**config.mk**
```make
export PLATFORM = sky130hd
export DESIGN_NAME = mistral_lut_cfg_port_flat
export DESIGN_NICKNAME = d
export VERILOG_FILES = /design/src/rtl/mistral_lut_cfg_port_if.sv /design/src/rtl/mistral_lut_cfg_port.sv /design/src/flat_wrapper.sv
export SDC_FILE = /design/constraint.sdc
export NUM_CORES = 1
export LEC_CHECK = 0
export ABC_AREA = 1
export ABC_CLOCK_PERIOD_IN_PS = 4400
export CAP_MARGIN = 20
export CORE_ASPECT_RATIO = 1.75
export CORE_UTILIZATION = 35
export CTS_CLUSTER_DIAMETER = 150
export CTS_CLUSTER_SIZE = 10
export DETAILED_ROUTE_END_ITERATION = 10
export SETUP_SLACK_MARGIN = 0.2
export SLEW_MARGIN = 40
export SYNTH_ARGS = -nofsm -noshare
export SYNTH_HDL_FRONTEND = slang
export SYNTH_SLANG_ARGS = --single-unit
```
**constraint.sdc**
```tcl
create_clock -name CLK -period 4.4 [get_ports CLK]
set_input_delay 0.88 -clock CLK [delete_from_list [all_inputs] [get_ports CLK]]
set_output_delay 0.88 -clock CLK [all_outputs]
set_load 0.03 [all_outputs]
```
**src/rtl/mistral_lut_cfg_port_if.sv**
```systemverilog
// Byte-stream configuration bus for the Mistral LUT configuration port.
// The host side (master) pushes header/mask bytes and drains readback bytes;
// the LUT bank (slave) accepts configuration bytes and sources readback bytes.
interface mistral_lut_cfg_port_if;
  logic       CFG_VALID;
  logic       CFG_READY;
  logic [7:0] CFG_DATA;
  logic       RD_VALID;
  logic       RD_READY;
  logic [7:0] RD_DATA;

  modport master (
    output CFG_VALID,
    output CFG_DATA,
    output RD_READY,
    input  CFG_READY,
    input  RD_VALID,
    input  RD_DATA
  );

  modport slave (
    input  CFG_VALID,
    input  CFG_DATA,
    input  RD_READY,
    output CFG_READY,
    output RD_VALID,
    output RD_DATA
  );
endinterface

```
**src/rtl/mistral_lut_cfg_port.sv**
```systemverilog
// Runtime configuration port for a bank of NLUT Mistral LUT6 evaluators.
// Write frames (header + 8 mask bytes, LSB byte first) load a shadow register
// that is committed to one mask in a single edge; read frames stream a
// snapshot of one mask back out. Q evaluates every LUT combinationally from
// the committed masks, so it never shows a partially written mask.
module mistral_lut_cfg_port #(
  parameter int          NLUT = 4,
  parameter logic [63:0] INIT = 64'h0000_0000_0000_0000
) (
  input  logic                  CLK,
  input  logic                  SCLR,
  mistral_lut_cfg_port_if.slave cfg,
  input  logic [6*NLUT-1:0]     LUT_IN,
  output logic [NLUT-1:0]       Q,
  output logic                  ERR,
  output logic                  BUSY
);

  typedef enum logic [1:0] {
    IDLE  = 2'd0,
    WDATA = 2'd1,
    RDATA = 2'd2
  } state_t;

  state_t      state;
  logic [2:0]  cnt;
  logic [3:0]  idx;
  logic        idx_ok;
  logic [63:0] shadow;
  logic [63:0] snap;
  logic [63:0] mask [NLUT];

  logic        cfg_ready_q;
  logic        rd_valid_q;
  logic [7:0]  rd_data_q;

  logic        cfg_fire;
  logic        rd_fire;
  logic [3:0]  hdr_idx;
  logic        hdr_ok;
  logic [63:0] hdr_mask;
  logic [63:0] wr_word;
  logic [2:0]  cnt_nxt;

  assign cfg.CFG_READY = cfg_ready_q;
  assign cfg.RD_VALID  = rd_valid_q;
  assign cfg.RD_DATA   = rd_data_q;

  assign cfg_fire = cfg.CFG_VALID && cfg_ready_q;
  assign rd_fire  = rd_valid_q && cfg.RD_READY;
  assign hdr_idx  = cfg.CFG_DATA[3:0];
  assign hdr_ok   = ({1'b0, hdr_idx} < 5'(NLUT));
  assign cnt_nxt  = cnt + 3'd1;

  // Select the mask addressed by the incoming header, for the read snapshot.
  always_comb begin
    // NOTE: every always_comb output gets a default first so no latch is inferred.
    hdr_mask = '0;
    for (int i = 0; i < NLUT; i++) begin
      if (hdr_idx == 4'(i)) hdr_mask = mask[i];
    end
  end

  // Merge the incoming byte into the shadow word at byte position cnt.
  always_comb begin
    wr_word                     = shadow;
    wr_word[{cnt, 3'b000} +: 8] = cfg.CFG_DATA;
  end

  // Evaluate every LUT6: its 6-bit input slice selects one mask bit.
  always_comb begin
    Q = '0;
    for (int i = 0; i < NLUT; i++) begin
      Q[i] = mask[i][LUT_IN[6*i +: 6]];
    end
  end

  // Frame FSM: header decode, byte collection, commit, readback and error pulse.
  always_ff @(posedge CLK) begin
    // NOTE: sequential state uses non-blocking assignments only.
    if (SCLR) begin
      state       <= IDLE;
      cnt         <= 3'd0;
      idx         <= 4'd0;
      idx_ok      <= 1'b0;
      shadow      <= '0;
      snap        <= '0;
      cfg_ready_q <= 1'b1;
      rd_valid_q  <= 1'b0;
      rd_data_q   <= 8'h00;
      ERR         <= 1'b0;
      BUSY        <= 1'b0;
      // NOTE: the mask bank is deliberately reset; Q must show INIT right after SCLR.
      for (int i = 0; i < NLUT; i++) mask[i] <= INIT;
    end else begin
      ERR <= 1'b0;
      unique case (state)
        IDLE: begin
          if (cfg_fire) begin
            cnt    <= 3'd0;
            idx    <= hdr_idx;
            idx_ok <= hdr_ok;
            if (cfg.CFG_DATA[7]) begin
              // Writes to a bad index still consume their 8 bytes.
              state <= WDATA;
              BUSY  <= 1'b1;
            end else if (hdr_ok) begin
              state       <= RDATA;
              BUSY        <= 1'b1;
              cfg_ready_q <= 1'b0;
              rd_valid_q  <= 1'b1;
              snap        <= hdr_mask;
              rd_data_q   <= hdr_mask[7:0];
            end else begin
              ERR <= 1'b1;
            end
          end
        end

        WDATA: begin
          if (cfg_fire) begin
            shadow <= wr_word;
            if (cnt == 3'd7) begin
              state <= IDLE;
              BUSY  <= 1'b0;
              cnt   <= 3'd0;
              if (idx_ok) begin
                for (int i = 0; i < NLUT; i++) begin
                  if (idx == 4'(i)) mask[i] <= wr_word;
                end
              end else begin
                ERR <= 1'b1;
              end
            end else begin
              cnt <= cnt_nxt;
            end
          end
        end

        RDATA: begin
          if (rd_fire) begin
            if (cnt == 3'd7) begin
              state       <= IDLE;
              BUSY        <= 1'b0;
              cnt         <= 3'd0;
              cfg_ready_q <= 1'b1;
              rd_valid_q  <= 1'b0;
              rd_data_q   <= 8'h00;
            end else begin
              cnt       <= cnt_nxt;
              rd_data_q <= snap[{cnt_nxt, 3'b000} +: 8];
            end
          end
        end

        default: begin
          state       <= IDLE;
          BUSY        <= 1'b0;
          cnt         <= 3'd0;
          cfg_ready_q <= 1'b1;
          rd_valid_q  <= 1'b0;
          rd_data_q   <= 8'h00;
        end
      endcase
    end
  end

endmodule

```
**src/flat_wrapper.sv**
```systemverilog
// flat-port wrapper written by rule: the top's interface ports become plain ports
module mistral_lut_cfg_port_flat 
#(
  parameter int          NLUT = 4,
  parameter logic [63:0] INIT = 64'h0000_0000_0000_0000
)
  (CLK, SCLR, LUT_IN, Q, ERR, BUSY, cfg_CFG_VALID, cfg_CFG_DATA, cfg_RD_READY, cfg_CFG_READY, cfg_RD_VALID, cfg_RD_DATA);
  mistral_lut_cfg_port_if cfg_i ();
  input  logic CLK;
  input  logic SCLR;
  input  logic [6*NLUT-1:0] LUT_IN;
  output logic [NLUT-1:0] Q;
  output logic ERR;
  output logic BUSY;
  input wire logic [$bits(cfg_i.CFG_VALID)-1:0] cfg_CFG_VALID;
  input wire logic [$bits(cfg_i.CFG_DATA)-1:0] cfg_CFG_DATA;
  input wire logic [$bits(cfg_i.RD_READY)-1:0] cfg_RD_READY;
  output wire logic [$bits(cfg_i.CFG_READY)-1:0] cfg_CFG_READY;
  output wire logic [$bits(cfg_i.RD_VALID)-1:0] cfg_RD_VALID;
  output wire logic [$bits(cfg_i.RD_DATA)-1:0] cfg_RD_DATA;
  assign cfg_i.CFG_VALID = cfg_CFG_VALID;
  assign cfg_i.CFG_DATA = cfg_CFG_DATA;
  assign cfg_i.RD_READY = cfg_RD_READY;
  assign cfg_CFG_READY = cfg_i.CFG_READY;
  assign cfg_RD_VALID = cfg_i.RD_VALID;
  assign cfg_RD_DATA = cfg_i.RD_DATA;
  mistral_lut_cfg_port #(.NLUT(NLUT), .INIT(INIT)) u_core (.CLK(CLK), .SCLR(SCLR), .cfg(cfg_i), .LUT_IN(LUT_IN), .Q(Q), .ERR(ERR), .BUSY(BUSY));
endmodule
```
==> summary by stage <==
Global routing
The first global-routing pass estimated 118000 um of wire. Global routing consumed, over all layers together, 27.5% of the routing resources. The largest net degree at the start of global routing is 129.

Summed over all layers, the global routing overflow is 0. The via count of the first global-routing pass was 18.3k. The number of antenna violations at the first check in global routing is 0.

Logic synthesis
The most area-hungry cell type in the Yosys netlist is sky130_fd_sc_hd__edfxtp_1. The commonest cells after synthesis are 739 x sky130_fd_sc_hd__nand2_1, 326 x sky130_fd_sc_hd__nand3_1, 307 x sky130_fd_sc_hd__nor2_1. The most common cell in the synthesized netlist is sky130_fd_sc_hd__nand2_1. The number of warnings printed during yosys synthesis is 0. The cell area that synthesis handed to floorplanning was 0.0205 sq mm. In the synthesized netlist the dominant register cell turns out to be sky130_fd_sc_hd__edfxtp_1. Dividing the synthesized area by the synthesized cell count gives 7.75 sq um. The dominant combinational cell family by area after synthesis is simple AND/OR/NAND/NOR gates.

The basic-gate share of the synthesized area counting and, or, nand and nor cells is 28.4%. The share of synthesized cell area in full adder, half adder and majority cells is 0.610%. By area the synthesized netlist is led by sky130_fd_sc_hd__edfxtp_1 37%, sky130_fd_sc_hd__dfxtp_1 15%, sky130_fd_sc_hd__nand2_1 14%. The share of the synthesized area in compound gates (AO/OA/AOI/OAI) is 10.8%. The multiplexer share of the synthesized area is 0%. The post-synthesis share of cell area spent on xor and xnor gates is 0%. The count of distinct cell types in the synthesized netlist is 29. The number of enable-type register cells in the synthesized netlist is 256.

The proportion of synthesized flip-flops having asynchronous set or reset is 0%. After technology mapping, the gate count stands at 2646. The share of Yosys cell area claimed by the top area cell type is 37.5%. The register area share after synthesis is 52.1%. The number of synthesized register bits is 406. The post-synthesis net count is 2692.

Setup path
The nature of the critical path endpoint is an output pin. The largest stage delay on the critical path is 0.65 ns. The critical path in this run is classified as in2out. The required time reported for the critical path endpoint is 3.52 ns. Along the worst path, the maximum fanout reaches 9.

The worst path arrival time is 3.15 ns. The highest-delay cell along the critical path is sky130_fd_sc_hd__inv_1. The launching element type of the critical path is an input pin. The critical path buffer and inverter count is 3. Walking the worst path, the cells encountered are clkdlybuf4s50_1 > inv_1 > nand3_1 > nand3_1 > nand2_1 > nand2_1 > nand3_1 > nand3_1 > nand2_1 > buf_12.

Broken down by cell family, the worst path's largest delay share belongs to buffers and inverters. The library cell appearing most often on the critical path is sky130_fd_sc_hd__nand3_1. The reg-to-reg setup timing slack is 1.36 ns.

Worst hold path
The path class of the lowest-slack min-delay path is reg2reg.

Clocking
The clock insertion delay at the later pin of the skew report is 0.57 ns. Counting every sink on the clock net gives 406. The clock root buffer is sky130_fd_sc_hd__clkbuf_16.

The clock tree synthesis step divided the H-tree into 2 levels. The TritonCTS clock tree is yes. The maximum count of clock buffers along a single path is 3. The total clock buffers created by CTS is 46. The clock-pin transition on the worst setup and hold timing paths is 0.06 ns.

Finish
The post-route core utilization is 40.6%. The number of antenna diodes in the final layout is 0. Of the cells placed in the final design, the portion with a size suffix greater than 1 is 6.76%. The final net count is 2700. The area growth from synthesis to layout is 14.9%.

Power
The total power density per cell area is 466 mW/mm^2. The peak supply drop is 293 uV. The final total power is 11000 uW. The leakage power summed over all cells is 0.00927 uW.

Job
Max-cap violations in this run came to 0.

Timing
Timing would allow up to 0.248 GHz. At the pin with the least slew margin, the transition time is 0.868 ns. The relative slew slack is 42.1%. The time the final worst path needs with I/O delays and setup is 4.03 ns. Adding up every negative setup slack in the final design gives 0 ns. The number of slew-limit violations in the final report is 0. Between clock sinks in the finished design, the worst skew comes to 0.0126 ns. The number of endpoints failing setup at the final stage is 0. The number of hold violations in the final report was 0. The worst path uses 91.5% of the clock period.

Setup repair after global routing left no endpoint under its margin.

Routing
The remaining antenna violation count after routing is 0. The number of search-and-repair iterations in the first detailed-routing pass is 6. The via density per instance is 5.43. The post-detailed-route wirelength per cell is 23.5 um. The detailed router's first-iteration violation count is 1863.

After detailed routing, the number of remaining DRC violations is 0. The final layout contains routed wiring with a total length of 81400 um. For this block, the via count after detailed routing is 18.8k.

Floorplan
For this design the top-level I/O count stands at 52. The initial core utilization is 35.4%. The row count is 117. The total die area is 0.0596 sq mm. The die is 185 um wide.

The die boundary height is 322 um. The core region is 0.0580 sq mm.

Place
Detailed placement finished with a half-perimeter wire length of 57600 um. The routability congestion estimate is 0.943. The count of port buffers added during placement is 51.

Run status
The flow ran to the end, and the final reports show no timing, DRC or antenna violations.
==> kinds of logic after synthesis <==
group                      after synthesis
adders and majority gates               10
buffers and inverters                  428
AOI/OAI and AO/OA                      399
and+or+nand+nor                       1403
DFF                                    406
==> path summary, 6_finish.rpt <==
check                                            from                     to  depth (start not counted)
worst max-delay path                        LUT_IN[7]                   Q[1]                         10
worst min-delay path            u_core.cfg.RD_DATA[7]  u_core.cfg.RD_DATA[7]                          2
worst max register to register          u_core.cnt[1]      u_core.mask[2][9]                          9
worst min register to register  u_core.cfg.RD_DATA[7]  u_core.cfg.RD_DATA[7]                          2
==> layout by cell type (no fill, tap or decap), drive strengths merged <==
master	netlist	layout
o21a	23	23
o21ai	181	181
bufinv	0	1
clkinvlp	0	1
clkdlybuf4s50	0	46
buf	46	77
nand3b	2	2
a21oi	158	158
dfxtp	150	150
nor2	308	308
a211oi	6	6
ha	10	10
nand3	326	326
edfxtp	256	256
clkbuf	118	85
or2	11	11
nand2	739	739
a41oi	19	19
inv	262	260
nand4	7	7
o211ai	12	12
dlymetal6s2s	0	1
clkinv	2	3
nor3	10	10
==> metrics by stage <==
step	instances	hold slack (ns)	area (sq um)	worst slack [ns]
final	3465	0.465	23600	0.374
after detailed placement	3377	0.458	22100	0.231
after floorplan	2646	0.436	20500	0.910
after CTS	3463	0.467	23500	0.226
after global placement	3376	0.453	22100	0.211
after global routing	3465	0.482	23600	0.348
==> state kept, by name, summed over array words and instances (netlist names) <==
register and count:
u_core.mask 256, u_core.shadow 64, u_core.idx 4, u_core.cnt 3, u_core.cfg.RD_DATA 8, u_core.BUSY 1, u_core.cfg.CFG_READY 1, u_core.cfg.RD_VALID 1
u_core.snap 64, u_core.state 2, u_core.ERR 1, u_core.idx_ok 1
==> metal layers <==
| metal | up-vias | wire length, um | global-route usage (%) | part of all wire [%] |
|---|---|---|---|---|
| met2 | 890 | 40500 | 47.7 | 50 |
| met5 | - | 0 | 0 | 0 |
| met1 | 8953 | 27500 | 29.0 | 34 |
| met3 | 298 | 5250 | 3.39 | 6.4 |
| met4 | 0 | 8150 | 24.5 | 10 |
| li1 | 8680 | - | - | - |
==> worst min-delay path, stage by stage (launching register included) <==
cell                      delay [ns]
sky130_fd_sc_hd__dfxtp_1        0.30
sky130_fd_sc_hd__nand2_1        0.06
sky130_fd_sc_hd__a21oi_1        0.06
==> report_power, final <==
part / switching [uW] / total [uW] / leakage (uW) / internal (uW)
sequential: 164 / 4450 / 0.00386 / 4290
clock: 1560 / 3690 / 0.000660 / 2130
combinational: 2110 / 2830 / 0.00475 / 724
total: 3840 / 11000 / 0.00927 / 7140
==> timing repair <==
action / in CTS / in global routing
resized for setup: 0 / 2
hold buffers: 0 / 0
buffers inserted: 0 / 1
setup endpoints to repair: 0 / 1
==> cell type report <==
class                      instances  area, sq um
clock buffer                      85         1360
clock inverter                     1         30.0
fill                            5980        34400
inverter                         264          996
multi-input combinational       1812         8240
sequential                       406        10700
tap                              773          967
timing repair buffer             124         1280
No activity file was read; power rests on OpenSTA's default activity.
